`config.mk`:
```
export PLATFORM = sky130hd
export DESIGN_NAME = me_msad_tracker
export DESIGN_NICKNAME = d
export VERILOG_FILES = /design/src/rtl/me_msad_tracker.sv
export SDC_FILE = /design/constraint.sdc
export NUM_CORES = 1
export LEC_CHECK = 0
export BUFFER_PORTS_ARGS = -buffer_cell sky130_fd_sc_hd__buf_2
export CORE_MARGIN = 4
export CORE_UTILIZATION = 52
export DETAILED_ROUTE_END_ITERATION = 16
export HOLD_SLACK_MARGIN = 0.03
export PLACE_DENSITY = 0.91
export SYNTH_ARGS = -nofsm -noshare
export SYNTH_HDL_FRONTEND = slang
export SYNTH_SLANG_ARGS = --single-unit
export TNS_END_PERCENT = 30
```
`constraint.sdc`:
```
create_clock -name clk -period 33.6 [get_ports clk]
set_input_delay 1.68 -clock clk [delete_from_list [all_inputs] [get_ports clk]]
set_output_delay 1.68 -clock clk [all_outputs]
set_load 0.005 [all_outputs]
```
`src/rtl/me_msad_tracker.sv`:
```
// Block minimum-SAD tracker: per-batch column minimum (stage 1) feeding a running block minimum (stage 2).
// Optional centre-candidate bias is enabled by defining ME_MSAD_CENTER_BIAS_EN.
module me_msad_tracker #(
  parameter int CANDS         = 16,
  parameter int ROWS          = 16,
  parameter int SAD_BIT_WIDTH = 14,
  parameter int CENTER_BIAS   = 16,
  localparam int COL_W = (CANDS > 1) ? $clog2(CANDS) : 1,
  localparam int ROW_W = (ROWS > 1) ? $clog2(ROWS) : 1
) (
  input  logic                             clk,
  input  logic                             rst,
  input  logic [CANDS*SAD_BIT_WIDTH-1:0]   sad_batch_i,
  input  logic                             batch_valid_i,
  input  logic                             block_start_i,
  output logic                             in_ready_o,
  output logic [SAD_BIT_WIDTH-1:0]         msad_o,
  output logic [COL_W-1:0]                 msad_col_o,
  output logic [ROW_W-1:0]                 msad_row_o,
  output logic                             msad_valid_o,
  input  logic                             out_ready_i,
  output logic                             err_o,
  output logic [1:0]                       dbg_state_o
);

  // Input handshake: a batch is taken on any cycle where batch_valid_i && in_ready_o.
  // Output handshake: the result is held while msad_valid_o is high until out_ready_i is seen.
  typedef enum logic [1:0] {
    IDLE  = 2'd0,
    ACCUM = 2'd1,
    DRAIN = 2'd2,
    HOLD  = 2'd3
  } state_t;

  localparam logic [ROW_W-1:0] LAST_ROW = ROW_W'(ROWS - 1);
  localparam logic [ROW_W-1:0] ROW_ONE  = ROW_W'(1);

  state_t state_q, state_d;
  logic [ROW_W-1:0] row_q, row_d;
  logic in_ready_q, in_ready_d;
  logic valid_q, valid_d;
  logic err_q, err_d;

  logic accept;
  logic s1_load;
  logic [ROW_W-1:0] batch_row;

  logic [SAD_BIT_WIDTH-1:0] cand [CANDS];
  logic [SAD_BIT_WIDTH-1:0] min_val;
  logic [COL_W-1:0]         min_col;

  logic                     s1_valid_q;
  logic                     s1_first_q;
  logic [SAD_BIT_WIDTH-1:0] s1_val_q;
  logic [COL_W-1:0]         s1_col_q;
  logic [ROW_W-1:0]         s1_row_q;

  logic [SAD_BIT_WIDTH-1:0] msad_q;
  logic [COL_W-1:0]         msad_col_q;
  logic [ROW_W-1:0]         msad_row_q;

  assign accept    = batch_valid_i && in_ready_q;
  assign s1_load   = accept && (block_start_i || (state_q == ACCUM));
  assign batch_row = block_start_i ? '0 : row_q;

`ifdef ME_MSAD_CENTER_BIAS_EN
  localparam logic [SAD_BIT_WIDTH-1:0] BIAS_V     = SAD_BIT_WIDTH'(CENTER_BIAS);
  localparam logic [ROW_W-1:0]         CENTER_ROW = ROW_W'(ROWS / 2);
`endif

  always_comb begin
    for (int c = 0; c < CANDS; c++) begin
      cand[c] = sad_batch_i[c*SAD_BIT_WIDTH +: SAD_BIT_WIDTH];
`ifdef ME_MSAD_CENTER_BIAS_EN
      // Centre of the search window is favoured; saturate at zero rather than wrap.
      if ((c == CANDS / 2) && (batch_row == CENTER_ROW)) begin
        cand[c] = (cand[c] > BIAS_V) ? (cand[c] - BIAS_V) : '0;
      end
`endif
    end
  end

  // Strict less-than keeps the lowest column on ties.
  always_comb begin
    min_val = cand[0];
    min_col = '0;
    for (int c = 1; c < CANDS; c++) begin
      if (cand[c] < min_val) begin
        min_val = cand[c];
        min_col = COL_W'(c);
      end
    end
  end

  always_ff @(posedge clk) begin
    if (rst) begin
      s1_valid_q <= 1'b0;
      s1_first_q <= 1'b0;
      s1_val_q   <= '0;
      s1_col_q   <= '0;
      s1_row_q   <= '0;
    end else begin
      s1_valid_q <= s1_load;
      if (s1_load) begin
        s1_first_q <= (batch_row == '0);
        s1_val_q   <= min_val;
        s1_col_q   <= min_col;
        s1_row_q   <= batch_row;
      end
    end
  end

  // Row 0 always loads, so a restarted block discards whatever was accumulated before it.
  always_ff @(posedge clk) begin
    if (rst) begin
      msad_q     <= '0;
      msad_col_q <= '0;
      msad_row_q <= '0;
    end else if (s1_valid_q && (s1_first_q || (s1_val_q < msad_q))) begin
      msad_q     <= s1_val_q;
      msad_col_q <= s1_col_q;
      msad_row_q <= s1_row_q;
    end
  end

  always_comb begin
    state_d = state_q;
    row_d   = row_q;
    err_d   = err_q;
    if (batch_valid_i && !in_ready_q) begin
      err_d = 1'b1;
    end
    case (state_q)
      IDLE: begin
        if (accept) begin
          if (block_start_i) begin
            state_d = ACCUM;
            row_d   = ROW_ONE;
          end else begin
            err_d = 1'b1;
          end
        end
      end
      ACCUM: begin
        if (accept) begin
          if (block_start_i) begin
            row_d = ROW_ONE;
            err_d = 1'b1;
          end else if (row_q == LAST_ROW) begin
            state_d = DRAIN;
            row_d   = '0;
          end else begin
            row_d = row_q + ROW_ONE;
          end
        end
      end
      DRAIN: begin
        state_d = HOLD;
      end
      HOLD: begin
        if (out_ready_i) begin
          state_d = IDLE;
        end
      end
      default: begin
        state_d = IDLE;
        row_d   = '0;
      end
    endcase
    in_ready_d = (state_d == IDLE) || (state_d == ACCUM);
    valid_d    = (state_d == HOLD);
  end

  always_ff @(posedge clk) begin
    if (rst) begin
      state_q    <= IDLE;
      row_q      <= '0;
      in_ready_q <= 1'b1;
      valid_q    <= 1'b0;
      err_q      <= 1'b0;
    end else begin
      state_q    <= state_d;
      row_q      <= row_d;
      in_ready_q <= in_ready_d;
      valid_q    <= valid_d;
      err_q      <= err_d;
    end
  end

  assign in_ready_o   = in_ready_q;
  assign msad_valid_o = valid_q;
  assign err_o        = err_q;
  assign msad_o       = msad_q;
  assign msad_col_o   = msad_col_q;
  assign msad_row_o   = msad_row_q;
  assign dbg_state_o  = state_q;

endmodule

```
Word-level counts from Yosys, hierarchy flattened
Cells that the tools add are included.

Flip-flop bits (word level): 55. Logic and storage cells: 102. Output and inout bits: 27.

Eq/ne operators: 9. Mux-type cells: 50. $lt $le $gt $ge: 16. Add/sub/neg operators: 1. Reductions and logical operators: 13.

Operators with widths (count): $lt A14 B14 Y1 (16); $mux W14 (15); $mux W4 (20); $mux W2 (6); $pmux W2 S4 (1); $pmux W4 S2 (1); $eq A2 B2 Y1 const B (3); $mux W1 (6); $ne A2 B2 Y1 const B (3); $add A4 B1 Y4 const B (1); $eq A2 B1 Y1 const B (2); $eq A4 B4 Y1 const B (1); $logic_and A1 B1 Y1 (4); $logic_not A2 Y1 (2); $logic_not A4 Y1 (1); $reduce_and A4 Y1 (1); $logic_or A1 B1 Y1 (3); $pmux W1 S2 (1); $reduce_bool A2 Y1 (1); $logic_not A1 Y1 (1).

Logic depth before layout (Yosys ltp)
Gate-level depths: netlist of run 1.

Depth in word-level cells: 30. Gate-level depth with buffers: 190.

Least setup slack after synthesis of run 1
No wires, ideal clock.

Path kind: input-to-reg. From: input port sad_batch_i[13]. To: register s1_val_q[10]. Setup time: 0.120 ns. Slack: -1.328 ns. Arrival time: 34.808 ns. Required time: 33.480 ns. Stages on the path: 182. Path buffers: 18. Cell sequence: inv_1 -> ha_1 -> nand4_1 -> nor2_1 -> and3_1 -> a221o_1 -> buf_6 -> clkbuf_1 -> mux2i_1 -> ha_1 -> a21o_1 -> a31o_2 -> a21o_1 -> a21oi_1 -> o21ai_0 -> a31o_2 -> a31oi_2 -> nand2_1 -> (+146 left out) -> nand2_1 -> a31o_2 -> o211a_1 -> o21ai_2 -> nand2_2 -> buf_2 -> mux2i_1 -> inv_1 -> ha_1 -> a21o_1 -> a21o_1 -> a21oi_1 -> o221ai_1 -> nor4b_1 -> a21o_1 -> nor3_1 -> buf_2 -> a211o_1.

Cells in the longest elaborated chain, start to end: 30.

Ends and longest elaborated chain: start: declaration (line 13) `input logic [CANDS*SAD_BIT_WIDTH-1:0] sad_batch_i,`; $lt A14 B14 Y1 (line 88) `if (cand[c] < min_val) begin`; $mux W14 (*) (line 88); $lt A14 B14 Y1 (line 88); $mux W14 (*) (line 88); $lt A14 B14 Y1 (line 88); $mux W14 (*) (line 88); $lt A14 B14 Y1 (line 88); $mux W14 (*) (line 88); (+14 left out); $lt A14 B14 Y1 (line 88); $mux W14 (*) (line 88); $lt A14 B14 Y1 (line 88); $mux W14 (*) (line 88); $lt A14 B14 Y1 (line 88); $mux W14 (*) (line 88); $lt A14 B14 Y1 (line 88); $mux W14 (*) (line 88); end signal: assignment (line 106) `s1_val_q <= min_val;`; end: declaration (line 54) `logic [SAD_BIT_WIDTH-1:0] s1_val_q;`.

Mark *: on every way between the ends. The rest lies on a longest branch, timed or not. A chain may end at the register's enable or synchronous reset.

Worst setup path after layout of run 1
From: input port sad_batch_i[13]. To: register s1_val_q[11].

Same word-level chain as after synthesis.

==> run metrics, run 1 <==
top_reg_cell synth=dfxtp_1; worst reg-to-reg setup slack=30.32 ns; Cell Count, Final, Fillers Out=2125; hold endpoint=msad_row_o[2]; Min Clock Period, post-route=32.23 ns; slowest stage delay, CP=0.50 ns; largest net degree at the start of global routing=41; Final setup viols=0; Post-Synth XOR/XNOR Area=0.01761; area of the multi-input gates=9757 um2; Worst Path Max Fanout=18; Post-Route Utilization=0.6519; I/O pins=256; Sequential Area=1101 um2; vias=13180; HP Start=msad_row_o[2]; # H-tree levels=2; Synth area leaders=ha_1, dfxtp_1, mux2i_1, inv_1, mux2_2; sequential area share after synthesis=0.09628; first-pass GRT wire length=60.55 mm; DRT iter0 DRCs=1187; most instantiated cells after synthesis=inv_1, ha_1, nor2_1; CP max-delay cell=o311ai_0; main combinational cell family by area after synthesis=compound AO/OA/AOI/OAI gates; First-pass DRT Iterations=6; number of fill cells=1876; synthesized cell area=11440 um2; vias per cell=6.203; clk sinks=55; Hold Buf Count CTS=0; Compound-Gate Fraction of Synth Area=0.2683; Post-synth ARST share=0; R2R Path End=msad_row_o[1]; Final HPWL DP=33.09 mm; Gate Count Post-Synth=1558; initial antenna violation count=10; hold path depth=2; maximum clock frequency=0.03103 GHz; Distinct cells, synth=about 110; final layout net count=2239; Hold Crit Class=flop to flop; cells on worst reg2reg path=18; placed insts=about 2100; layout cells sized above 1=0.2666; arrival time of the worst setup path=32.40 ns; Adder-Cell Fraction of Synth Area=0.1893; GRT Util Overall=0.2947; simple-gate share of the synthesized area=0.2167; startpoint types=primary input; # DRC=0; die width=156.3 um; worst setup path startpoint=sad_batch_i[13]; cts bufs inserted=5; crit end category=flop; Bufs on Longest Clock Path=2; Die Y=156.3 um; Slew @ Worst Pin=1.301 ns; clk_skew=roughly 0.007 ns; syn_nets=about 2000; Final Slew Violations=0; delay-heaviest family, CP=compound AO/OA/AOI/OAI gates; CTS tree=yes; total of max-cap violations=0; worst setup path category=primary input to flop; max_slew headroom=0.1297; Synth top area share=0.1893; Post-synth EDFFs=0; status=completed; initial core utilization=0.5356; Clock transition at path regs=roughly 0.070 ns; Worst-Skew Late Latency=around 0.29 ns; leading area contributor after synthesis=ha_1; count leader, synth=inv_1; vias in the first global route=12380; port bufs=255; multiplexer share of the synthesized area=0.1323; Core Region=21350 um2; die area=24430 um2; WL/cell=18.79 um; worst flop-to-flop path startpoint=msad_o[1]; most used cell, CP=ha_1; YS warnings=0; Clock Tree Root=clkbuf_16; WP buf/inv=22; final hold vios=0; CP Data Required Time=33.77 ns; Final Cycle Share=0.9591; synthesis-stage register bit count=55; syn_area_per_cell=7.340 um2; GRT overflow=0; antenna-violating nets left=0; Row Count=53; Syn-to-layout area delta=21.73%; final WL=39.93 mm; global placement routability congestion=1.071
how the worst max path moves through the flow:
stage | cells past startpoint | end | slack, ns
6_report | 166 | s1_val_q[11] | 1.37
4_1_cts | 163 | s1_val_q[11] | 0.12
2_1_floorplan | 182 | s1_val_q[10] | 0.02
5_1_grt | 167 | s1_val_q[11] | -0.46
3_5_place_dp | 161 | s1_val_q[3] | -0.58
3_3_place_gp | 162 | s1_val_q[9] | 0.55
state kept, by name, indices dropped and copies added (netlist names):
| signal | cells |
|---|---|
| msad_valid_o | 1 |
| s1_col_q | 4 |
| msad_row_o | 4 |
| s1_row_q | 4 |
| s1_val_q | 14 |
| in_ready_o | 1 |
| msad_o | 14 |
| msad_col_o | 4 |
| s1_valid_q | 1 |
| s1_first_q | 1 |
| err_o | 1 |
| row_q | 4 |
| dbg_state_o | 2 |
through the flow:
step	area, um2	hold slack (ns)	setup WS [ns]	TNS, ns
floorplan	11470	0.4604	0.02046	0
global placement	13160	0.4500	0.5457	0
detailed placement	13160	0.4731	-0.5812	-6.674
CTS	13350	0.4935	0.1223	0
global route	13920	0.5176	-0.4646	-6.657
finish	13920	0.4937	1.373	0
placed cells by master (no fill, tap or decap), drive strengths merged, types with 13 or more instances in the layout:
cell    netlist  layout
nand3        34      34
ha          173     173
nor2b        13      13
buf          12     321
or2          13      13
a21oi       112     113
and3         29      29
nand4        22      22
a211o        15      15
nor2        152     152
inv         186     186
o211ai       16      16
mux2         59      59
nor3         17      17
a211oi       19      19
mux2i        84      84
xor2         15      15
o21ai       100     100
dfxtp        55      55
and4         16      16
a21o         34      34
nand2b       27      27
nand2       116     117
area by class of cell:
cell class	count	share of cell area
tap	275	0.02472
timing repair buffer	321	0.1305
clock buffer	6	0.009977
antenna	12	0.002157
multi-input combinational	1268	0.7009
sequential	55	0.07909
inverter	186	0.05015
clock inverter	2	0.002517
repair_timing:
item,4_1_cts,5_1_grt
cloned,1,1
resized for setup,3,72
pin swaps,0,17
setup buffers,0,27
setup endpoints to repair,11,18
worst min-delay path, stage by stage, from the launching register on:
cell	delay, ns
dfxtp_1	0.33
mux2i_1	0.06
nor2_1	0.07
kinds of logic after synthesis:
logic type	count (synthesis)
multiplexers	143
AO/OA/AOI/OAI	441
adder cells (fa/ha/maj)	173
AND/OR/NAND/NOR	486
buffers and inverters	237
flip-flops	55
XOR/XNOR	23
layer usage:
layer,vias to the layer above,share of wire,GRT usage
li1,6274,-,-
met4,0,0.048,0.1219
met3,130,0.069,0.03125
met5,-,0,0
met2,623,0.46,0.4783
met1,6155,0.43,0.3988
Power of run 1 is left out: the tool's default activity adds up to more than one toggle a clock period on the data nets, which glitch-free logic cannot reach.
==> inputs of run 2 (changes only) <==
--- a/config.mk
+++ b/config.mk
@@ -11,6 +11,7 @@
 export DETAILED_ROUTE_END_ITERATION = 16
 export HOLD_SLACK_MARGIN = 0.03
 export PLACE_DENSITY = 0.91
+export REMOVE_ABC_BUFFERS = 1
 export SYNTH_ARGS = -nofsm -noshare
 export SYNTH_HDL_FRONTEND = slang
 export SYNTH_SLANG_ARGS = --single-unit
==> run metrics, run 2 (same netlist as run 1, synthesis figures left out) <==
Final Slew Violations=0 (unchanged); vias in the first global route=11970 (was 12380); port bufs=255 (unchanged); final worst setup slack=1.728 ns (was 1.373 ns); initial core utilization=0.5356 (unchanged); Hold Crit Class=flop to flop (unchanged); WP buf/inv=21 (was 22); # H-tree levels=2 (unchanged); layout cells sized above 1=0.2606 (was 0.2666); global placement routability congestion=0.9913 (was 1.071); number of fill cells=1847 (was 1876); worst setup path category=primary input to flop (unchanged); Final Instance Area=13840 um2 (was 13920 um2); clk_skew=0.006273 ns (was 0.006908 ns); post-placement cell area=13020 um2 (was 13160 um2); worst reg-to-reg setup slack=30.23 ns (was 30.32 ns); Bufs on Longest Clock Path=2 (unchanged); CP Data Required Time=33.78 ns (was 33.77 ns); GRT Util Overall=0.2687 (was 0.2947); GRT overflow=0 (unchanged); vias=12920 (was 13180); area of the multi-input gates=9704 um2 (was 9757 um2); die width=156.3 um (unchanged); First-pass DRT Iterations=5 (was 6); Place WS=-1.287 ns (was -0.5812 ns); hold path depth=2 (unchanged); arrival time of the worst setup path=32.05 ns (was 32.40 ns); CTS tree=yes (unchanged); delay-heaviest family, CP=compound AO/OA/AOI/OAI gates (unchanged); die area=24430 um2 (unchanged); status=completed (unchanged); first-pass GRT wire length=56.20 mm (was 60.55 mm); Final HPWL DP=29.87 mm (was 33.09 mm); clk sinks=55 (unchanged); hold endpoint=err_o (was msad_row_o[2]); R2R Path End=msad_o[0] (was msad_row_o[1]); maximum clock frequency=0.03138 GHz (was 0.03103 GHz); cts bufs inserted=5 (unchanged); slowest stage delay, CP=0.50 ns (about the same); crit end category=flop (unchanged); HP Start=err_o (was msad_row_o[2]); initial antenna violation count=2 (was 10); Clock transition at path regs=0.07 ns (about the same); Worst Path Max Fanout=23 (was 18); total of max-cap violations=0 (unchanged); I/O pins=256 (unchanged); worst flop-to-flop path startpoint=msad_o[1] (unchanged); largest net degree at the start of global routing=41 (unchanged); DRT iter0 DRCs=1071 (was 1187); Final setup viols=0 (unchanged); most used cell, CP=ha_1 (unchanged); final WL=36.75 mm (was 39.93 mm); antenna-violating nets left=0 (unchanged); Sequential Area=1101 um2 (unchanged); leading cell type in the layout, fill and taps excluded=buf_2 (unchanged); final hold vios=0 (unchanged); Row Count=53 (unchanged); startpoint types=primary input (unchanged); Die Y=156.3 um (unchanged); # DRC=0 (unchanged); Core Region=21350 um2 (unchanged); vias per cell=6.098 (was 6.203); commonest cells after routing, fill and taps aside=buf_2, inv_1, ha_1 (unchanged); max_slew headroom=0.4891 (was 0.1297); CP max-delay cell=a221o_2 (was o311ai_0); cells on worst reg2reg path=18 (unchanged); Worst-Skew Late Latency=0.29 ns (about the same); Slew @ Worst Pin=0.7663 ns (was 1.301 ns); Min Clock Period, post-route=31.87 ns (was 32.23 ns); Clock Tree Root=clkbuf_16 (unchanged); Syn-to-layout area delta=21.05% (was 21.73%); final layout net count=2243 (was 2239); Final Cycle Share=0.9486 (was 0.9591); WL/cell=17.34 um (was 18.79 um)
[run 2: worst reg2reg max path, cell delays in order, from the launching register on]
cell	delay, ns
dfxtp_1	0.35
inv_1	0.07
ha_1	0.28
a21o_1	0.16
a21oi_1	0.17
nor2b_1	0.06
o21ai_0	0.15
nand2b_1	0.08
a21oi_1	0.16
o21ai_0	0.11
a21oi_1	0.16
nor2b_1	0.06
o21ai_0	0.15
nand2b_1	0.09
a21oi_1	0.18
o21a_1	0.31
buf_4	0.39
mux2i_1	0.25
nor2_1	0.05
[run 2: final cells by class]
type,count,area share
Antenna cell,2,0.0003615
Clock buffer,6,0.01003
Clock inverter,2,0.001175
Inverter,186,0.05043
Multi-Input combinational cell,1271,0.7010
Sequential cell,55,0.07954
Tap cell,275,0.02486
Timing Repair Buffer,322,0.1326
[run 2: routing by layer]
metal	wire length [um]	GRT usage
met1	15710	0.3638
met2	17370	0.4526
met3	2524	0.02987
met4	1129	0.07562
met5	26	0
[run 2: worst max-delay path by stage]
| stage | start | endpoint | slack [ns] | cells after the start |
|---|---|---|---|---|
| CTS | sad_batch_i[13] | s1_val_q[12] | 0.001 | 167 |
| global placement | sad_batch_i[13] | s1_val_q[12] | -0.34 | 160 |
| floorplan | sad_batch_i[13] | s1_val_q[10] | -0.64 | 161 |
| detailed placement | sad_batch_i[13] | s1_val_q[12] | -1.29 | 164 |
| global route | sad_batch_i[5] | s1_val_q[12] | -0.23 | 171 |
| finish | sad_batch_i[5] | s1_val_q[12] | 1.73 | 163 |
[run 2: what timing repair did]
item	in CTS	in global routing
hold buffers	0	0
setup endpoints to repair	18	18
gates cloned	0	5
pin swaps	0	19
setup buffers	4	41
gates resized for setup	10	60
[run 2: per-stage QoR]
step                setup TNS, ns  hold slack [ns]  std cells  utilization
floorplan                  -8.159           0.4604       1507            -
global placement           -3.690           0.4509       2059       0.6099
detailed placement         -18.93           0.4699       2059       0.6099
CTS                             0           0.4847       2071       0.6208
global route               -2.709           0.5316       2117       0.6481
finish                          0           0.4828       2119       0.6483
Power of run 2 is left out for the same reason.
